==> src/rtl/mem_port_sequencer.sv <==
// Phase sequencer sharing instruction/data RAM between the stream loader, the processor and the dumper.
// Owns all RAM muxing, the processor start pulse and the registered dump stream.
module mem_port_sequencer #(
    parameter int unsigned INS_WIDTH           = 8,
    parameter int unsigned DATA_MEM_WIDTH      = 12,
    parameter int unsigned INS_MEM_ADDR_WIDTH  = 8,
    parameter int unsigned DATA_MEM_ADDR_WIDTH = 12,
    parameter int unsigned INS_COUNT           = 256,
    parameter int unsigned DATA_COUNT          = 4096,
    parameter int unsigned DUMP_BASE           = 0,
    parameter int unsigned DUMP_COUNT          = 16
) (
    input  logic                           clk,
    input  logic                           rstN,
    input  logic                           startN,
    input  logic                           ld_valid,
    input  logic [DATA_MEM_WIDTH-1:0]      ld_data,
    output logic                           ld_ready,
    output logic                           proc_startN,
    input  logic                           proc_done,
    input  logic [INS_MEM_ADDR_WIDTH-1:0]  proc_insAddr,
    input  logic [DATA_MEM_ADDR_WIDTH-1:0] proc_dataAddr,
    input  logic [DATA_MEM_WIDTH-1:0]      proc_dataOut,
    input  logic                           proc_wrEn,
    output logic [INS_MEM_ADDR_WIDTH-1:0]  insMemAddr,
    output logic                           insMemWrEn,
    output logic [INS_WIDTH-1:0]           insMemIn,
    output logic [DATA_MEM_ADDR_WIDTH-1:0] dataMemAddr,
    output logic                           dataMemWrEn,
    output logic [DATA_MEM_WIDTH-1:0]      dataMemIn,
    input  logic [DATA_MEM_WIDTH-1:0]      dataMemOut,
    output logic [DATA_MEM_WIDTH-1:0]      tx_data,
    output logic                           tx_valid,
    input  logic                           tx_ready,
    output logic [2:0]                     state,
    output logic                           done
);
    localparam int unsigned IW      = INS_WIDTH;
    localparam int unsigned DMW     = DATA_MEM_WIDTH;
    localparam int unsigned IAW     = INS_MEM_ADDR_WIDTH;
    localparam int unsigned DAW     = DATA_MEM_ADDR_WIDTH;
    localparam int unsigned MAX_LD  = (INS_COUNT > DATA_COUNT) ? INS_COUNT : DATA_COUNT;
    localparam int unsigned MAX_CNT = (MAX_LD > DUMP_COUNT) ? MAX_LD : DUMP_COUNT;
    localparam int unsigned CNT_W   = $clog2(MAX_CNT) + 1;

    localparam logic [CNT_W-1:0] INS_LAST  = CNT_W'(INS_COUNT - 1);
    localparam logic [CNT_W-1:0] DATA_LAST = CNT_W'(DATA_COUNT - 1);
    localparam logic [CNT_W-1:0] DUMP_LAST = CNT_W'(DUMP_COUNT - 1);

    typedef enum logic [2:0] {
        S_IDLE      = 3'd0,
        S_LOAD_INS  = 3'd1,
        S_LOAD_DATA = 3'd2,
        S_EXEC      = 3'd4,
        S_DUMP      = 3'd5,
        S_FINISH    = 3'd6
    } state_t;

    typedef enum logic [1:0] {
        D_RD   = 2'd0,
        D_LAT  = 2'd1,
        D_SEND = 2'd2
    } dphase_t;

    state_t           r_state;
    dphase_t          r_dphase;
    logic [CNT_W-1:0] r_cnt;
    logic             r_tx_valid;
    logic [DMW-1:0]   r_tx_data;
    logic             r_proc_startN;
    logic             r_done;

    state_t           w_state_nxt;
    dphase_t          w_dphase_nxt;
    logic [CNT_W-1:0] w_cnt_nxt;
    logic             w_tx_valid_nxt;
    logic             w_tx_load;
    logic [DAW-1:0]   w_dump_addr;

    // Dump address wraps modulo the data RAM size.
    assign w_dump_addr = DAW'(DUMP_BASE) + DAW'(r_cnt);

    // State and datapath registers.
    always_ff @(posedge clk) begin
        if (!rstN) begin
            r_state       <= S_IDLE;
            r_dphase      <= D_RD;
            r_cnt         <= '0;
            r_tx_valid    <= 1'b0;
            r_tx_data     <= '0;
            r_proc_startN <= 1'b1;
            r_done        <= 1'b0;
        end else begin
            r_state       <= w_state_nxt;
            r_dphase      <= w_dphase_nxt;
            r_cnt         <= w_cnt_nxt;
            r_tx_valid    <= w_tx_valid_nxt;
            r_proc_startN <= !((r_state != S_EXEC) && (w_state_nxt == S_EXEC));
            r_done        <= (w_state_nxt == S_FINISH);
            if (w_tx_load) begin
                r_tx_data <= dataMemOut;
            end
        end
    end

    // Next-state and counter/dump-phase control.
    always_comb begin
        w_state_nxt    = r_state;
        w_dphase_nxt   = r_dphase;
        w_cnt_nxt      = r_cnt;
        w_tx_valid_nxt = r_tx_valid;
        w_tx_load      = 1'b0;
        case (r_state)
            S_IDLE, S_FINISH: begin
                if (!startN) begin
                    w_state_nxt = S_LOAD_INS;
                    w_cnt_nxt   = '0;
                end
            end
            S_LOAD_INS: begin
                if (ld_valid) begin
                    if (r_cnt == INS_LAST) begin
                        w_state_nxt = S_LOAD_DATA;
                        w_cnt_nxt   = '0;
                    end else begin
                        w_cnt_nxt = r_cnt + CNT_W'(1);
                    end
                end
            end
            S_LOAD_DATA: begin
                if (ld_valid) begin
                    if (r_cnt == DATA_LAST) begin
                        w_state_nxt = S_EXEC;
                        w_cnt_nxt   = '0;
                    end else begin
                        w_cnt_nxt = r_cnt + CNT_W'(1);
                    end
                end
            end
            S_EXEC: begin
                if (proc_done) begin
                    w_state_nxt  = S_DUMP;
                    w_dphase_nxt = D_RD;
                    w_cnt_nxt    = '0;
                end
            end
            S_DUMP: begin
                case (r_dphase)
                    D_RD:  w_dphase_nxt = D_LAT;
                    D_LAT: begin
                        w_dphase_nxt   = D_SEND;
                        w_tx_load      = 1'b1;
                        w_tx_valid_nxt = 1'b1;
                    end
                    D_SEND: begin
                        if (tx_ready) begin
                            w_tx_valid_nxt = 1'b0;
                            w_dphase_nxt   = D_RD;
                            if (r_cnt == DUMP_LAST) begin
                                w_state_nxt = S_FINISH;
                                w_cnt_nxt   = '0;
                            end else begin
                                w_cnt_nxt = r_cnt + CNT_W'(1);
                            end
                        end
                    end
                    default: w_dphase_nxt = D_RD;
                endcase
            end
            default: w_state_nxt = S_IDLE;
        endcase
    end

    // RAM port muxing; everything is held at zero while reset is asserted.
    always_comb begin
        ld_ready    = 1'b0;
        insMemAddr  = '0;
        insMemWrEn  = 1'b0;
        insMemIn    = '0;
        dataMemAddr = '0;
        dataMemWrEn = 1'b0;
        dataMemIn   = '0;
        if (rstN) begin
            case (r_state)
                S_LOAD_INS: begin
                    ld_ready   = 1'b1;
                    insMemAddr = IAW'(r_cnt);
                    if (ld_valid) begin
                        insMemWrEn = 1'b1;
                        insMemIn   = ld_data[IW-1:0];
                    end
                end
                S_LOAD_DATA: begin
                    ld_ready    = 1'b1;
                    dataMemAddr = DAW'(r_cnt);
                    if (ld_valid) begin
                        dataMemWrEn = 1'b1;
                        dataMemIn   = ld_data;
                    end
                end
                S_EXEC: begin
                    insMemAddr  = proc_insAddr;
                    dataMemAddr = proc_dataAddr;
                    dataMemWrEn = proc_wrEn;
                    dataMemIn   = proc_dataOut;
                end
                S_DUMP:  dataMemAddr = w_dump_addr;
                default: ;
            endcase
        end
    end

    assign state       = r_state;
    assign done        = r_done;
    assign tx_valid    = r_tx_valid;
    assign tx_data     = r_tx_data;
    assign proc_startN = r_proc_startN;

endmodule
==> config.mk <==
export PLATFORM = sky130hd
export DESIGN_NAME = mem_port_sequencer
export DESIGN_NICKNAME = d
export VERILOG_FILES = /design/src/rtl/mem_port_sequencer.sv
export SDC_FILE = /design/constraint.sdc
export NUM_CORES = 1
export LEC_CHECK = 0
export CORE_MARGIN = 5
export CORE_UTILIZATION = 42
export DETAILED_ROUTE_END_ITERATION = 7
export PLACE_DENSITY_LB_ADDON = 0.2
export REMOVE_ABC_BUFFERS = 1
export SLEW_MARGIN = 40
export SYNTH_ARGS = -nofsm -noshare
export SYNTH_HDL_FRONTEND = slang
export SYNTH_SLANG_ARGS = --single-unit
==> constraint.sdc <==
create_clock -name clk -period 4.3 [get_ports clk]
set_input_delay 0.86 -clock clk [delete_from_list [all_inputs] [get_ports clk]]
set_output_delay 0.86 -clock clk [all_outputs]
set_load 0.03 [all_outputs]
==> results.txt <==
----------------------------------------------------
[GRT]
  Initial antenna violation count ... 0
  First-pass GRT wire length ... 11800 um
  Via count of the first global-routing pass ... 2329
  Overall global routing resource usage ... 22.5%
  Total congestion overflow after global routing ... 0
  Pin count of the biggest net entering global routing ... 35

[Floorplanning]
  # IOs ... 124
  Area enclosed by the die boundary ... 0.00677 mm2
  DIE WIDTH ... 82.3 um
  Num rows ... 26
  Initial Utilization ... a little over two fifths
  Core ar. ... 0.00511 mm2
  Die span in y ... roughly 82 um

[Placement]
  Final HPWL from detailed placement ... 6010 um
  Placed Instances ... 462
  Port buffer count ... 123
  GP Congestion ... 0.780

[Setup path]
  Bufs and invs on worst path ... 1
  Depth of the worst register-to-register path ... 7
  Required time at the worst-slack endpoint ... 3.44 ns
  Worst path cell trace ... nor3b_1, and3_1, and2_1, clkdlybuf4s50_1
  Cell type group with the largest total delay on the critical path ... simple AND/OR/NAND/NOR gates
  Kind of start point of the critical path ... register
  Setup crit end kind ... output port
  Crit Reg-Reg Startpoint ... r_cnt[1]
  Worst R2R Setup Slack ... 1.61 ns
  Type of the worst setup path ... register to output port
  CP max stage delay ... between 0.6 and 0.7 ns
  FF-to-FF End ... r_cnt[7]
  Arrival time of the worst setup path ... 2.87 ns
  Critical Path Slowest Stage Cell ... sky130_fd_sc_hd__dfxtp_1
  Biggest fanout along the worst timing path ... 18

[STA]
  Part of the cycle the worst path needs ... 86.7%
  Pins over their slew limit ... 0
  Pin slew with the least headroom to its limit ... 0.673 ns
  Maximum achievable frequency ... 0.268 GHz
  Final critical-path required period ... roughly 3.7 ns
  Post-Route Skew ... ~0.0032 ns
  Aggregate negative setup slack ... 0 ns
  Final Hold Violating Endpoints ... 0
  RSZ-0062 raised after global routing ... false
  Slew margin rel. ... between 50% and 60%
  Final setup violation count ... 0

[Power and ir drop]
  Power per standard cell area ... 190 mW/mm2
  Worst ir drop on vdd ... 0.000189 V
  Leak pwr ... 1.15 nW

[Yosys]
  Avg Synthesized Cell Area ... 7.87 um2
  Yosys cell types ... 41
  Flip-flop and latch count after synthesis ... 33
  Cell count after synthesis ... 279
  Warnings, synthesis ... 0
  Sequential element share of the synthesized area ... a little under a third
  Cell area after synthesis ... 0.00219 mm2

[Route]
  Average wire per standard cell ... ~17 um
  Mean number of vias per cell ... 5.53
  Routed via count ... approximately 2.6k
  Detailed-routing iteration count for the pre-antenna-repair pass ... 4
  Detailed router's first-iteration violation count ... between 100 and 150
  Count of antenna-violating nets left after detailed routing ... 0
  Residual DRC ... 0
  Total Wirelength ... about 8000 um

[Clocking]
  Clock Root Buffer ... sky130_fd_sc_hd__clkbuf_8
  Post-CTS Setup Bufs ... 0
  Num CTS Buffers ... 5
  Worst-path clk slew ... about 0.070 ns
  Number of H-tree levels ... 2
  Post-CTS resize count ... 0
  Clock sink count ... 33
  Clock insertion delay at the later pin of the skew report ... 0.29 ns
  Hold bufs inserted after CTS ... 0
  Max Root-Sink Buffers ... 2
  CTS tree ... yes

[Worst hold path]
  Path class of the lowest-slack min-delay path ... register to register
  Source of the worst hold timing path ... r_cnt[12]
  Cells on Worst Hold Path ... 2
  Hold endpoint ... r_cnt[12]

[Final layout]
  Fin nets ... approximately 460
  Highest-count cells in the layout ignoring fill and taps ... sky130_fd_sc_hd__clkdlybuf4s50_1 (112), sky130_fd_sc_hd__nor2b_1 (39), sky130_fd_sc_hd__a22oi_1 (34)
  Most common cell after layout, fill and taps aside ... sky130_fd_sc_hd__clkdlybuf4s50_1
  Antenna Cells ... 0
  Synth-to-layout area growth ... 62.7%
  Share of layout cells above drive strength 1 ... around 8.5%
  Post-route non-filler standard cell count ... 470

[Flow run]
  # Max-Cap Violations ... 0

[Status]
  Run status ... completed

----------------------------------------------------
-- metrics by stage --
step                      area (um2)  worst slack (ns)  util, %  power (mW)  hold slack (ns)
after detailed placement        3480             0.587     68.2       0.452            0.504
after global routing            3570             0.423     69.9       0.709            0.543
final                           3570             0.572     69.9       0.680            0.511
after CTS                       3570             0.581     69.9       0.679            0.513
after floorplan                 2110             0.774        -       0.362            0.465
after global placement          3480             0.640     68.2       0.449            0.484
-- state kept, by name (all words and copies together) (netlist names) --
signal,flops
proc_startN,1
tx_data,12
done,1
state,3
r_dphase,2
tx_valid,1
r_cnt,13
-- cells by family (layout without fill, tap and decap cells) --
group                      Yosys count  count (layout)  synth area share (%)
buffers and inverters               23             144                  4.33
DFF                                 33              33                  30.1
and+or+nand+nor                    128             128                  34.0
adders and majority gates            1               1                 0.570
AOI/OAI and AO/OA                   80              80                  24.6
muxes                               13              13                  5.99
xor gates and xnor gates             1               1                 0.399
-- worst reg2reg max path: stages (launching register included) --
cell and delay (ns):
sky130_fd_sc_hd__dfxtp_1 0.47, sky130_fd_sc_hd__ha_1 0.24, sky130_fd_sc_hd__nand3_1 0.22, sky130_fd_sc_hd__nor4_1 0.55, sky130_fd_sc_hd__nor2_1 0.10, sky130_fd_sc_hd__o41ai_2 0.66
sky130_fd_sc_hd__buf_4 0.28, sky130_fd_sc_hd__a21oi_1 0.05
-- power breakdown --
group          switching [mW]  internal, mW  total, mW
logic                  0.0522        0.0784      0.131
registers             0.00758         0.308      0.316
clock network           0.122         0.112      0.233
-- cell usage after synthesis --
cell type	n	area share, %
sky130_fd_sc_hd__a211o_1	1	0.40
sky130_fd_sc_hd__a211oi_1	2	0.68
sky130_fd_sc_hd__a21boi_0	1	0.34
sky130_fd_sc_hd__a21o_1	1	0.34
sky130_fd_sc_hd__a21oi_1	18	4.1
sky130_fd_sc_hd__a22oi_1	34	12
sky130_fd_sc_hd__a41o_1	1	0.46
sky130_fd_sc_hd__a41oi_1	1	0.40
sky130_fd_sc_hd__and2_1	10	2.9
sky130_fd_sc_hd__and3_1	2	0.57
sky130_fd_sc_hd__and4_1	1	0.40
sky130_fd_sc_hd__buf_1	1	0.17
sky130_fd_sc_hd__buf_2	1	0.23
sky130_fd_sc_hd__buf_6	1	0.51
sky130_fd_sc_hd__clkbuf_1	17	2.9
sky130_fd_sc_hd__dfxtp_1	33	30
sky130_fd_sc_hd__ha_1	1	0.57
sky130_fd_sc_hd__inv_1	2	0.34
sky130_fd_sc_hd__inv_2	1	0.17
sky130_fd_sc_hd__mux2_2	1	0.51
sky130_fd_sc_hd__mux2i_1	12	5.5
sky130_fd_sc_hd__nand2_1	11	1.9
sky130_fd_sc_hd__nand2b_1	6	1.7
sky130_fd_sc_hd__nand3_1	2	0.46
sky130_fd_sc_hd__nand3b_1	6	2.1
sky130_fd_sc_hd__nand4_1	6	1.7
sky130_fd_sc_hd__nor2_1	18	3.1
sky130_fd_sc_hd__nor2b_1	39	11
sky130_fd_sc_hd__nor3_1	3	0.68
sky130_fd_sc_hd__nor3b_1	3	1.0
sky130_fd_sc_hd__nor4_1	3	0.86
sky130_fd_sc_hd__o21a_1	1	0.34
sky130_fd_sc_hd__o21ai_0	12	2.7
sky130_fd_sc_hd__o21bai_1	1	0.34
sky130_fd_sc_hd__o31a_1	1	0.40
sky130_fd_sc_hd__o31ai_1	5	1.7
sky130_fd_sc_hd__o41ai_2	1	0.74
sky130_fd_sc_hd__or3_1	12	3.4
sky130_fd_sc_hd__or4_1	5	1.7
sky130_fd_sc_hd__or4b_1	1	0.46
sky130_fd_sc_hd__xor2_1	1	0.40
-- final cells by class --
cell class / instances / area (um2)
Clock inverter: 3 / 17.5
Multi-Input combinational cell: 223 / 1450
Sequential cell: 33 / 661
Clock buffer: 5 / 68.8
Tap cell: 70 / 87.6
Timing Repair Buffer: 133 / 1280
Fill cell: 426 / 1540
Inverter: 3 / 11.3
-- routing by layer --
| metal | track usage [%] | part of all wire (%) |
|---|---|---|
| met1 | 25.5 | 38 |
| met5 | 0 | 0 |
| met2 | 41.2 | 50 |
| met4 | 5.48 | 1.1 |
| met3 | 6.51 | 11 |
-- worst max-delay path by stage --
stage                         from              to  slack (ns)  depth (start not counted)
after global routing      state[0]     insMemIn[6]        0.42                          4
after global placement        rstN     insMemIn[4]        0.64                          4
after CTS                     rstN     insMemIn[0]        0.58                          4
after floorplan           state[2]  dataMemAddr[0]        0.77                          4
after detailed placement      rstN     insMemIn[0]        0.59                          4
final                     state[0]     insMemIn[0]        0.57                          4
Note: power is estimated with default switching activity, not from simulation.
==> variant 1 (same flow settings) <==
One comparison of `r_cnt` changes from == to >=.
--- a/src/rtl/mem_port_sequencer.sv
+++ b/src/rtl/mem_port_sequencer.sv
@@ -121,3 +121,3 @@
                 if (ld_valid) begin
-                    if (r_cnt == INS_LAST) begin
+                    if (r_cnt >= INS_LAST) begin
                         w_state_nxt = S_LOAD_DATA;
Function: same outputs for any inputs over 10 cycles, from zero or initial values and one cycle with rstN low; that may be too few to reach the edited logic, so the function may still have changed.
==> variant 1 against the original RTL <==
Register-to-register slack improved by 500 ps. Sequential cell count unchanged. Routed wire length increased by 1.0%. Critical path type is now in2out. Combinational power decreased by 9%. Synthesized area increased by 3.5%. Final area increased by 1.0%. Worst setup slack got worse by 50 ps. Largest cell class unchanged. Total power decreased by 3.9%.
==> variant 1: results (changes against the original RTL) <==
metal2 WL=3.76 mm (-4.1%); gpl congestion=0.886 (+14%); met2 usage in global routing=0.376 (-0.0358); sequential element share of the synthesized area=0.291 (-0.0101); grt met1 use=0.252 (-0.00292); Synth top cells by count=52 x nor2_1, 37 x nand2_1, 33 x dfxtp_1; crit path to=dataMemIn[1]; leading post-synthesis cells by cell area=dfxtp_1 29%, a22oi_1 11%, nor2_1 8.6%; fraction of layout cells with a size suffix above 1=0.0435 (-0.0415); status=complete, no violations; r2r startpoint=r_cnt[0]$_SDFFE_PN0P_; Worst Setup SP=rstN; Clock net power=223 uW (-4%); Synth cell types=46 (+12%); vias per inst=5.57 (+0.80%); Final Non-Filler Cells=507 (+7.9%); Max FO, Critical Path=11 (-7); M3 GR Usage=0.0790 (+0.0139); dpl ws=459 ps (-127 ps); seq pwr=311 uW (-2%); Peak VDD IR=114 uV (-40%); r2r setup slk=2110 ps (+500 ps); Met1 Wirelength=3.37 mm (+14%); Cells after DPL=499 (+8.0%); Cell Int Power=488 uW (-2.1%); Worst Hold Launch=tx_data[8]$_SDFFE_PN0P_; first-pass GRT wire length=12.7 mm (+7.5%); vias in the first global route=2,650 (+14%); Final Cycle Share=0.879 (+0.0116); Worst slew margin=0.597 (+0.0469); hpwl dp=6.02 mm (+0.13%); DRT iter0 DRCs=200 (+50%); R2R depth=6 (-1); Avg Cell Area, Syn=6.94 sq um (-12%); gr usage total=0.215 (-0.0105); Lkg Pwr=0.00120 uW (+3.9%); met3 WL post-DR=692 um (-20%); CP Data Arrival Time=2920 ps (+50 ps); sw power=165 uW (-9.0%)
[variant 1: cell types whose count changed after synthesis, sizes merged, moves of 8 or more]
cell and change:
mux2i -11, nor2 +34, nand2 +26, o211ai +8
nor2b -37, nand3 +15, or3 -11
[variant 1: worst max-delay path, cell delays in order]
cell and delay [ps]:
clkdlybuf4s50_1 690, nand3_1 410, nor2_1 230, clkdlybuf4s50_1 730
[variant 1: logic make-up after synthesis]
logic type / after synthesis / share of synthesized area
AO/OA/AOI/OAI: 90 / 0.269
XOR/XNOR: 5 / 0.0193
adder cells (fa/ha/maj): 1 / 0.00551
buffers and inverters: 36 / 0.0650
flip-flops: 33 / 0.291
multiplexers: 1 / 0.00441
AND/OR/NAND/NOR: 161 / 0.346
[variant 1: cell type report]
type | count | area (sq um)
fill | 435 | 1570
sequential | 33 | 661
inverter | 8 | 30.0
tap | 70 | 87.6
clock inverter | 2 | 10.0
multi-input combinational | 258 | 1460
timing repair buffer | 130 | 1280
clock buffer | 6 | 72.6
==> variant 2 (config.mk and constraints unchanged) <==
Made on the original files. Set the parameter `INS_MEM_ADDR_WIDTH` to 9 (it was 8).
--- a/src/rtl/mem_port_sequencer.sv
+++ b/src/rtl/mem_port_sequencer.sv
@@ -5,3 +5,3 @@
     parameter int unsigned DATA_MEM_WIDTH      = 12,
-    parameter int unsigned INS_MEM_ADDR_WIDTH  = 8,
+    parameter int unsigned INS_MEM_ADDR_WIDTH  = 9,
     parameter int unsigned DATA_MEM_ADDR_WIDTH = 12,
Ports: changed (resized insMemAddr and proc_insAddr); port bits go from 124 to 126. No check against the original RTL was run, so the function may have changed too.
==> variant 2 against the original RTL <==
Final area is 3.0% higher. First-iteration DRC count is 14% lower. Total power is 11% higher. Worst hold slack better by 10 ps. Global-route usage is 2.9 points lower. Sequential cell count stayed put. Routed wire length is 5.0% lower. Register-to-register slack better by 300 ps. Synthesized area is 4.4% higher. Worst setup slack better by 110 ps.
==> variant 2: results (changes against the original RTL) <==
Routed Wire Length=7.44 mm (-5.0%); post-layout util=0.706 (+0.00732); Cells after DPL=464 (+0.43%); Peak VDD IR=135 uV (-28%); vias in the first global route=2,452 (+5.3%); Synth top cells by count=39 x nor2b_1, 34 x a22oi_1, 33 x dfxtp_1; hold slack=521 ps (+10.3 ps); Fill cells=461 (+8.2%); fraction of layout cells with a size suffix above 1=0.139 (+0.0540); Lkg Pwr=0.00121 uW (+4.8%); actual slew at the worst max-slew pin=646 ps (-26.8 ps); Clock net power=304 uW (+30%); gpl congestion=0.899 (+15%); Min-Delay Endpoint=tx_data[5]$_SDFFE_PN0P_; Max FO, Critical Path=12 (-6); gr usage total=0.196 (-0.0294); Synth cell types=45 (+9.8%); Avg Cell Area, Syn=8.10 sq um (+3.0%); Seq pwr share=0.413 (-0.051); CP Data Arrival Time=2760 ps (-110 ps); crit path to=dataMemAddr[8]; vias per inst=5.50 (-0.48%); Placed Instance Area=3550 sq um (+1.9%); xor/xnor cell area share of the yosys netlist=0.00382 (-0.000170); status=complete, no violations; Port Buffer Count=125 (+1.6%); multiplexer area fraction after synthesis=0.0568 (-0.00309); sw power=178 uW (-2.1%); leading post-synthesis cells by cell area=dfxtp_1 29%, a22oi_1 11%, nor2b_1 11%; adder-cell share of the synthesized area=0.00546 (-0.000243); Crit Reg-Reg Endpoint=r_cnt[0]$_SDFFE_PN0P_; Worst Setup SP=state[1]$_SDFF_PN0_; Slowest-stage cell, CP=clkdlybuf4s50_1; r2r startpoint=r_cnt[0]$_SDFFE_PN0P_; Synth Area in Compound Gates=0.259 (+0.0130)
==> variant 2: changes by cell type after synthesis, moves of 3 or more <==
cell     before  now
a21oi_2       0   10
a21oi_1      18    6
nor4_1        3    0
buf_2         1    4
==> variant 2: worst min-delay path, stage by stage, from the launching register on <==
cell     delay (ps)
dfxtp_1         330
mux2i_1          70
nor2b_1          90
==> variant 2: cell type report <==
class	instances	share of cell area
repair buffers	134	0.347
well taps	70	0.0238
inverters	4	0.00408
clock buffers	7	0.0235
multi-input cells	224	0.414
flip-flops and latches	33	0.180
clock inverters	1	0.00817
==> variant 2: metal layers <==
| metal | routed length (um) | global-route usage |
|---|---|---|
| met1 | 3130 | 0.232 |
| met2 | 3670 | 0.337 |
| met3 | 489 | 0.0494 |
| met4 | 144 | 0.0789 |
| met5 | 0 | 0 |
==> variant 2: stage by stage <==
step	total power (uW)	setup slack, ps
final	754	682
after global placement	454	898
after global routing	782	531
after floorplan	367	712
after detailed placement	456	881
after CTS	758	652
